[src/rtl/mem_arbiter_if.sv]
// rtl/mem_arbiter_if.sv - CPU/loader request ports and memory bus of mem_arbiter
interface mem_arbiter_if #(
  parameter int AW = 8,
  parameter int DW = 8
);
  logic          cpu_req;
  logic          cpu_we;
  logic [AW-1:0] cpu_addr;
  logic [DW-1:0] cpu_wdata;
  logic          cpu_ack;
  logic [DW-1:0] cpu_rdata;

  logic          ldr_req;
  logic          ldr_we;
  logic [AW-1:0] ldr_addr;
  logic [DW-1:0] ldr_wdata;
  logic          ldr_ack;
  logic [DW-1:0] ldr_rdata;

  logic          mem_en;
  logic          mem_we;
  logic [AW-1:0] mem_addr;
  logic [DW-1:0] mem_wdata;
  logic [DW-1:0] mem_rdata;
  logic          busy;

  modport slave (
    input  cpu_req, cpu_we, cpu_addr, cpu_wdata,
    input  ldr_req, ldr_we, ldr_addr, ldr_wdata,
    input  mem_rdata,
    output cpu_ack, cpu_rdata, ldr_ack, ldr_rdata,
    output mem_en, mem_we, mem_addr, mem_wdata, busy
  );

  modport master (
    output cpu_req, cpu_we, cpu_addr, cpu_wdata,
    output ldr_req, ldr_we, ldr_addr, ldr_wdata,
    output mem_rdata,
    input  cpu_ack, cpu_rdata, ldr_ack, ldr_rdata,
    input  mem_en, mem_we, mem_addr, mem_wdata, busy
  );
endinterface

[src/rtl/mem_arbiter.sv]
// rtl/mem_arbiter.sv - round-robin arbiter of CPU and loader ports onto one wait-stated memory
module mem_arbiter #(
  parameter int WAIT_STATES = 2,
  parameter int AW          = 8,
  parameter int DW          = 8
) (
  input  logic         clk,
  input  logic         res,
  mem_arbiter_if.slave bus
);
  localparam int CW = (WAIT_STATES > 0) ? $clog2(WAIT_STATES + 1) : 1;
  localparam logic [CW-1:0] CNT_INIT = CW'(WAIT_STATES);

  typedef enum logic [1:0] {IDLE, ACCESS, DONE} state_t;

  state_t        state_q, state_d;
  logic [CW-1:0] cnt_q, cnt_d;
  logic          owner_q, owner_d;
  logic          last_q, last_d;
  logic          we_q, we_d;
  logic          mem_en_q, mem_en_d;
  logic          mem_we_q, mem_we_d;
  logic [AW-1:0] addr_q, addr_d;
  logic [DW-1:0] wdata_q, wdata_d;
  logic          cpu_ack_q, cpu_ack_d;
  logic          ldr_ack_q, ldr_ack_d;
  logic [DW-1:0] cpu_rdata_q, cpu_rdata_d;
  logic [DW-1:0] ldr_rdata_q, ldr_rdata_d;
  logic          busy_q, busy_d;
  logic          grant_ldr;

  // Owner encoding: 0 = CPU, 1 = loader. Under contention the port not served last wins.
  assign grant_ldr = bus.ldr_req && (!bus.cpu_req || !last_q);

  always_comb begin
    state_d     = state_q;
    cnt_d       = cnt_q;
    owner_d     = owner_q;
    last_d      = last_q;
    we_d        = we_q;
    addr_d      = addr_q;
    wdata_d     = wdata_q;
    cpu_rdata_d = cpu_rdata_q;
    ldr_rdata_d = ldr_rdata_q;
    mem_en_d    = 1'b0;
    mem_we_d    = 1'b0;
    cpu_ack_d   = 1'b0;
    ldr_ack_d   = 1'b0;
    case (state_q)
      IDLE: begin
        if (bus.cpu_req || bus.ldr_req) begin
          owner_d  = grant_ldr;
          last_d   = grant_ldr;
          we_d     = grant_ldr ? bus.ldr_we    : bus.cpu_we;
          addr_d   = grant_ldr ? bus.ldr_addr  : bus.cpu_addr;
          wdata_d  = grant_ldr ? bus.ldr_wdata : bus.cpu_wdata;
          cnt_d    = CNT_INIT;
          mem_en_d = 1'b1;
          mem_we_d = we_d;
          state_d  = ACCESS;
        end
      end
      ACCESS: begin
        if (cnt_q == '0) begin
          state_d   = DONE;
          cpu_ack_d = !owner_q;
          ldr_ack_d = owner_q;
          if (!we_q) begin
            if (owner_q) ldr_rdata_d = bus.mem_rdata;
            else         cpu_rdata_d = bus.mem_rdata;
          end
        end else begin
          cnt_d    = cnt_q - CW'(1);
          mem_en_d = 1'b1;
          mem_we_d = we_q;
        end
      end
      DONE:    state_d = IDLE;
      default: state_d = IDLE;
    endcase
    busy_d = (state_d != IDLE);
  end

  always_ff @(posedge clk or negedge res) begin
    if (!res) begin
      state_q     <= IDLE;
      cnt_q       <= '0;
      owner_q     <= 1'b0;
      last_q      <= 1'b1;
      we_q        <= 1'b0;
      addr_q      <= '0;
      wdata_q     <= '0;
      mem_en_q    <= 1'b0;
      mem_we_q    <= 1'b0;
      cpu_ack_q   <= 1'b0;
      ldr_ack_q   <= 1'b0;
      cpu_rdata_q <= '0;
      ldr_rdata_q <= '0;
      busy_q      <= 1'b0;
    end else begin
      state_q     <= state_d;
      cnt_q       <= cnt_d;
      owner_q     <= owner_d;
      last_q      <= last_d;
      we_q        <= we_d;
      addr_q      <= addr_d;
      wdata_q     <= wdata_d;
      mem_en_q    <= mem_en_d;
      mem_we_q    <= mem_we_d;
      cpu_ack_q   <= cpu_ack_d;
      ldr_ack_q   <= ldr_ack_d;
      cpu_rdata_q <= cpu_rdata_d;
      ldr_rdata_q <= ldr_rdata_d;
      busy_q      <= busy_d;
    end
  end

  assign bus.mem_en    = mem_en_q;
  assign bus.mem_we    = mem_we_q;
  assign bus.mem_addr  = addr_q;
  assign bus.mem_wdata = wdata_q;
  assign bus.cpu_ack   = cpu_ack_q;
  assign bus.ldr_ack   = ldr_ack_q;
  assign bus.cpu_rdata = cpu_rdata_q;
  assign bus.ldr_rdata = ldr_rdata_q;
  assign bus.busy      = busy_q;
endmodule

[src/flat_wrapper.sv]
// flat-port wrapper written by rule: the top's interface ports become plain ports
module mem_arbiter_flat 
#(
  parameter int WAIT_STATES = 2,
  parameter int AW          = 8,
  parameter int DW          = 8
)
  (clk, res, bus_cpu_req, bus_cpu_we, bus_cpu_addr, bus_cpu_wdata, bus_ldr_req, bus_ldr_we, bus_ldr_addr, bus_ldr_wdata, bus_mem_rdata, bus_cpu_ack, bus_cpu_rdata, bus_ldr_ack, bus_ldr_rdata, bus_mem_en, bus_mem_we, bus_mem_addr, bus_mem_wdata, bus_busy);
  mem_arbiter_if #(.AW(AW), .DW(DW)) bus_i ();
  input  logic clk;
  input  logic res;
  input wire logic [$bits(bus_i.cpu_req)-1:0] bus_cpu_req;
  input wire logic [$bits(bus_i.cpu_we)-1:0] bus_cpu_we;
  input wire logic [$bits(bus_i.cpu_addr)-1:0] bus_cpu_addr;
  input wire logic [$bits(bus_i.cpu_wdata)-1:0] bus_cpu_wdata;
  input wire logic [$bits(bus_i.ldr_req)-1:0] bus_ldr_req;
  input wire logic [$bits(bus_i.ldr_we)-1:0] bus_ldr_we;
  input wire logic [$bits(bus_i.ldr_addr)-1:0] bus_ldr_addr;
  input wire logic [$bits(bus_i.ldr_wdata)-1:0] bus_ldr_wdata;
  input wire logic [$bits(bus_i.mem_rdata)-1:0] bus_mem_rdata;
  output wire logic [$bits(bus_i.cpu_ack)-1:0] bus_cpu_ack;
  output wire logic [$bits(bus_i.cpu_rdata)-1:0] bus_cpu_rdata;
  output wire logic [$bits(bus_i.ldr_ack)-1:0] bus_ldr_ack;
  output wire logic [$bits(bus_i.ldr_rdata)-1:0] bus_ldr_rdata;
  output wire logic [$bits(bus_i.mem_en)-1:0] bus_mem_en;
  output wire logic [$bits(bus_i.mem_we)-1:0] bus_mem_we;
  output wire logic [$bits(bus_i.mem_addr)-1:0] bus_mem_addr;
  output wire logic [$bits(bus_i.mem_wdata)-1:0] bus_mem_wdata;
  output wire logic [$bits(bus_i.busy)-1:0] bus_busy;
  assign bus_i.cpu_req = bus_cpu_req;
  assign bus_i.cpu_we = bus_cpu_we;
  assign bus_i.cpu_addr = bus_cpu_addr;
  assign bus_i.cpu_wdata = bus_cpu_wdata;
  assign bus_i.ldr_req = bus_ldr_req;
  assign bus_i.ldr_we = bus_ldr_we;
  assign bus_i.ldr_addr = bus_ldr_addr;
  assign bus_i.ldr_wdata = bus_ldr_wdata;
  assign bus_i.mem_rdata = bus_mem_rdata;
  assign bus_cpu_ack = bus_i.cpu_ack;
  assign bus_cpu_rdata = bus_i.cpu_rdata;
  assign bus_ldr_ack = bus_i.ldr_ack;
  assign bus_ldr_rdata = bus_i.ldr_rdata;
  assign bus_mem_en = bus_i.mem_en;
  assign bus_mem_we = bus_i.mem_we;
  assign bus_mem_addr = bus_i.mem_addr;
  assign bus_mem_wdata = bus_i.mem_wdata;
  assign bus_busy = bus_i.busy;
  mem_arbiter #(.WAIT_STATES(WAIT_STATES), .AW(AW), .DW(DW)) u_core (.clk(clk), .res(res), .bus(bus_i));
endmodule
[config.mk]
export PLATFORM = sky130hd
export DESIGN_NAME = mem_arbiter_flat
export DESIGN_NICKNAME = d
export VERILOG_FILES = /design/src/rtl/mem_arbiter_if.sv /design/src/rtl/mem_arbiter.sv /design/src/flat_wrapper.sv
export SDC_FILE = /design/constraint.sdc
export NUM_CORES = 1
export LEC_CHECK = 0
export ABC_AREA = 1
export BUFFER_PORTS_ARGS = -buffer_cell sky130_fd_sc_hd__buf_4
export CAP_MARGIN = 10
export CORE_AREA = 5 5 92 94
export DETAILED_ROUTE_END_ITERATION = 6
export DIE_AREA = 0 0 97 99
export RECOVER_POWER = 100
export SLEW_MARGIN = 20
export SYNTH_ARGS = -nofsm -noshare
export SYNTH_HDL_FRONTEND = slang
export SYNTH_SLANG_ARGS = --single-unit
export TNS_END_PERCENT = 10
[constraint.sdc]
create_clock -name clk -period 1.5 [get_ports clk]
set_input_delay 0.075 -clock clk [delete_from_list [all_inputs] [get_ports clk]]
set_output_delay 0.075 -clock clk [all_outputs]
set_load 0.02 [all_outputs]
==> summary.md <==
| Metric | Value |
|---|---|
| Outcome | completed |
| Ys flop type | dfrtp_1 |
| Cell count after synthesis | 268 |
| Global-route wire length before repair | 8.88 mm |
| Final Power | 5.88 mW |
| Seq cells post-synth | 44 |
| Fmax | 738 MHz |
| Top cells by count, synth | 98 x nand2_1, 44 x nand3_1, 43 x dfrtp_1 |
| Multi-input gate area | 837 µm² |
| Final ANT Viol Nets | 0 |
| Largest area contributor in the netlist | dfrtp_1 |
| Core region area | 7570 µm² |
| Final nets | 398 |
| Ranking of synthesized cells by area | dfrtp_1 49%, nand2_1 17%, nand3_1 9.9%, inv_1 6.9%, buf_6 3.1% |
| Max incr delay on CP | 560 ps |
| Top Ports | 83 |
| FP Rows | 32 |
| Slew Limit Headroom | 0.287 |
| Detailed Routing Iterations Pass 1 | 4 |
| Pleak | 1.57 nW |
| Die Y | 99 µm |
| Vias in the first global route | 1,909 |
| H-tree levels | 2 |
| GP Congestion | 0.847 |
| Slew Viols, Final | 0 |
| Fill count | 816 |
| Worst min-delay path category | in2reg |
| Initial Util | 0.293 |
| Max Cap Viol | 0 |
| Antenna violations before repair | 0 |
| Largest fanout on the critical path | 19 |
| Layout Skew | 5.20 ps |
| Setup CP Type | reg2reg |
| Root Driver | clkbuf_8 |
| RSZ-0062 raised after global routing | false |
| DIE AREA | 9600 µm² |
| Reg area | 1100 µm² |
| # clock sinks | 44 |
| Via count | 1,919 |
| Layout area overhead | 27.9% |
| Final setup fails | 0 |
| Crit path buf inv count | 0 |
| Die Wd | 97 µm |
| Total gr overflow | 0 |
| DRC Markers | 0 |
| Diode count | 0 |
| CTS tree | yes |
| Minimum clock period | 1360 ps |
| Syn nets | 316 |
| Clock slew at the register clock pins of the worst setup and hold paths | 80 ps |
| Yosys cell types | 21 |
| Critical Path Source Type | flip-flop |
| Hold violation count in the final report | 0 |
| CP cell instances | nand2_4 -> nand2_2 -> nand2_1 -> nand3_1 -> nand2_1 |
| Via/cell ratio | 4.24 |
| Largest net degree at the start of global routing | 45 |
| Clk_lat worst skew | 290 ps |
| Maximum vdd drop | 677 µV |
| Tot GR Track Use | 0.112 |
| DR iter-0 viols | 60 |
| Routed WL | 5.47 mm |
| Asr flop ratio synth | 1.00 |
| Least-Margin Pin Slew | 1070 ps |
| Post-DP HPWL | 4.19 mm |
| Drt wl/cell | 12.1 µm |
| Count leader, synth | nand2_1 |
| CP top delay family | simple AND/OR/NAND/NOR gates |
| Min Hold Slack | 28.9 ps |
| Inserted Clock Buffers | 5 |
| Required @ worst endpoint | 1680 ps |
| Critical path's most frequent cell | nand2_1 |
| Clock buffer depth | 2 |
| Slowest-stage cell, CP | dfstp_2 |
| Final Cycle Share | 0.904 |
| WP data arrival | 1540 ps |
| Synthesized area | 2210 µm² |
| Ys Warns | 0 |
| Yosys top cell area share | 0.486 |
| PwrDens | 2080 nW/µm² |
| Mean post-synth cell area | 8.26 µm² |
| Post-route setup TNS | 0 ps |
| Ratio of cells with drive above 1 in the final layout | 0.197 |
| Sequential-to-total area share from yosys stat | 0.498 |
| CP Capture Type | flip-flop |
| Post-synth EDFFs | 0 |
| I/O Buffers | 82 |
## stage by stage
step | setup slack, ps | utilization | instance area (µm²) | instances
final | 144 | 0.374 | 2830 | 453
after global routing | 42.5 | 0.374 | 2830 | 453
after CTS | 177 | 0.394 | 2980 | 453
after detailed placement | 193 | 0.379 | 2870 | 444
after global placement | 207 | 0.379 | 2870 | 444
after floorplan | 292 | - | 2210 | 268
## worst paths after layout
check                           cells past startpoint                 endpoint  slack [ps]               startpoint
worst max-delay path                                5  u_core.bus.mem_wdata[1]         140            u_core.last_q
worst min register to register                      2  u_core.bus.cpu_rdata[1]         480  u_core.bus.cpu_rdata[1]
min in group asynchronous                           2  u_core.bus.cpu_rdata[1]         500                      res
worst min-delay path                                3  u_core.bus.ldr_rdata[4]          30         bus_mem_rdata[4]
worst max register to register                      5  u_core.bus.mem_wdata[1]         140            u_core.last_q
max in group asynchronous                           2        u_core.bus.mem_en         340                      res
## state kept, by name (all words and copies together) (netlist names)
signal and count:
u_core.bus.busy 1, u_core.last_q 1, u_core.bus.cpu_rdata 8, u_core.we_q 1, u_core.cnt_q 2, u_core.bus.mem_wdata 8, u_core.bus.mem_en 1, u_core.bus.mem_addr 8
u_core.bus.ldr_ack 1, u_core.state_q 2, u_core.owner_q 1, u_core.bus.mem_we 1, u_core.bus.ldr_rdata 8, u_core.bus.cpu_ack 1
## metal layers
| metal | up-vias | GRT usage | routed length, µm |
|---|---|---|---|
| met5 | - | 0 | 0 |
| met2 | 76 | 0.176 | 2380 |
| met4 | 0 | 0.0259 | 45 |
| li1 | 986 | - | - |
| met1 | 851 | 0.146 | 2580 |
| met3 | 6 | 0.0425 | 458 |
## tightest hold or removal path, cell delays in order
cell and delay, ps:
buf_4 90, nand3_1 70, nand2_1 60
## kinds of logic after synthesis
family,after synthesis,synth area share
AND/OR/NAND/NOR,169,0.371
adder cells (fa/ha/maj),2,0.0113
buffers and inverters,53,0.120
flip-flops,44,0.498
## layout make-up
class	instances	area share
Sequential cell	44	0.389
Multi-Input combinational cell	171	0.296
Timing Repair Buffer	84	0.174
Inverter	44	0.0583
Tap cell	102	0.0451
Clock buffer	6	0.0256
Clock inverter	2	0.0124
## layout by cell type (no fill, tap or decap), drive strengths merged
cell type	Yosys	layout
bufinv	0	1
dfrtp	43	43
ha	2	2
inv	44	44
dfstp	1	1
nor3	1	1
buf	9	45
clkinv	0	1
nand2	104	104
nor2	7	7
nand3	49	49
nand4	8	8
dlygate4sd3	0	1
clkbuf	0	44
## power by group
group          total, mW  switching (mW)  leakage (nW)  internal, mW
clock network      0.886           0.392        0.0552         0.494
logic               2.80            1.98         0.986         0.822
registers           2.19           0.393         0.532          1.80
## what timing repair did
item	4_1_cts	5_1_grt
hold buffers	1	0
hold endpoints to repair	43	0
setup buffers	0	0
gates resized for setup	0	0
Power figures use the tool's default switching activity.
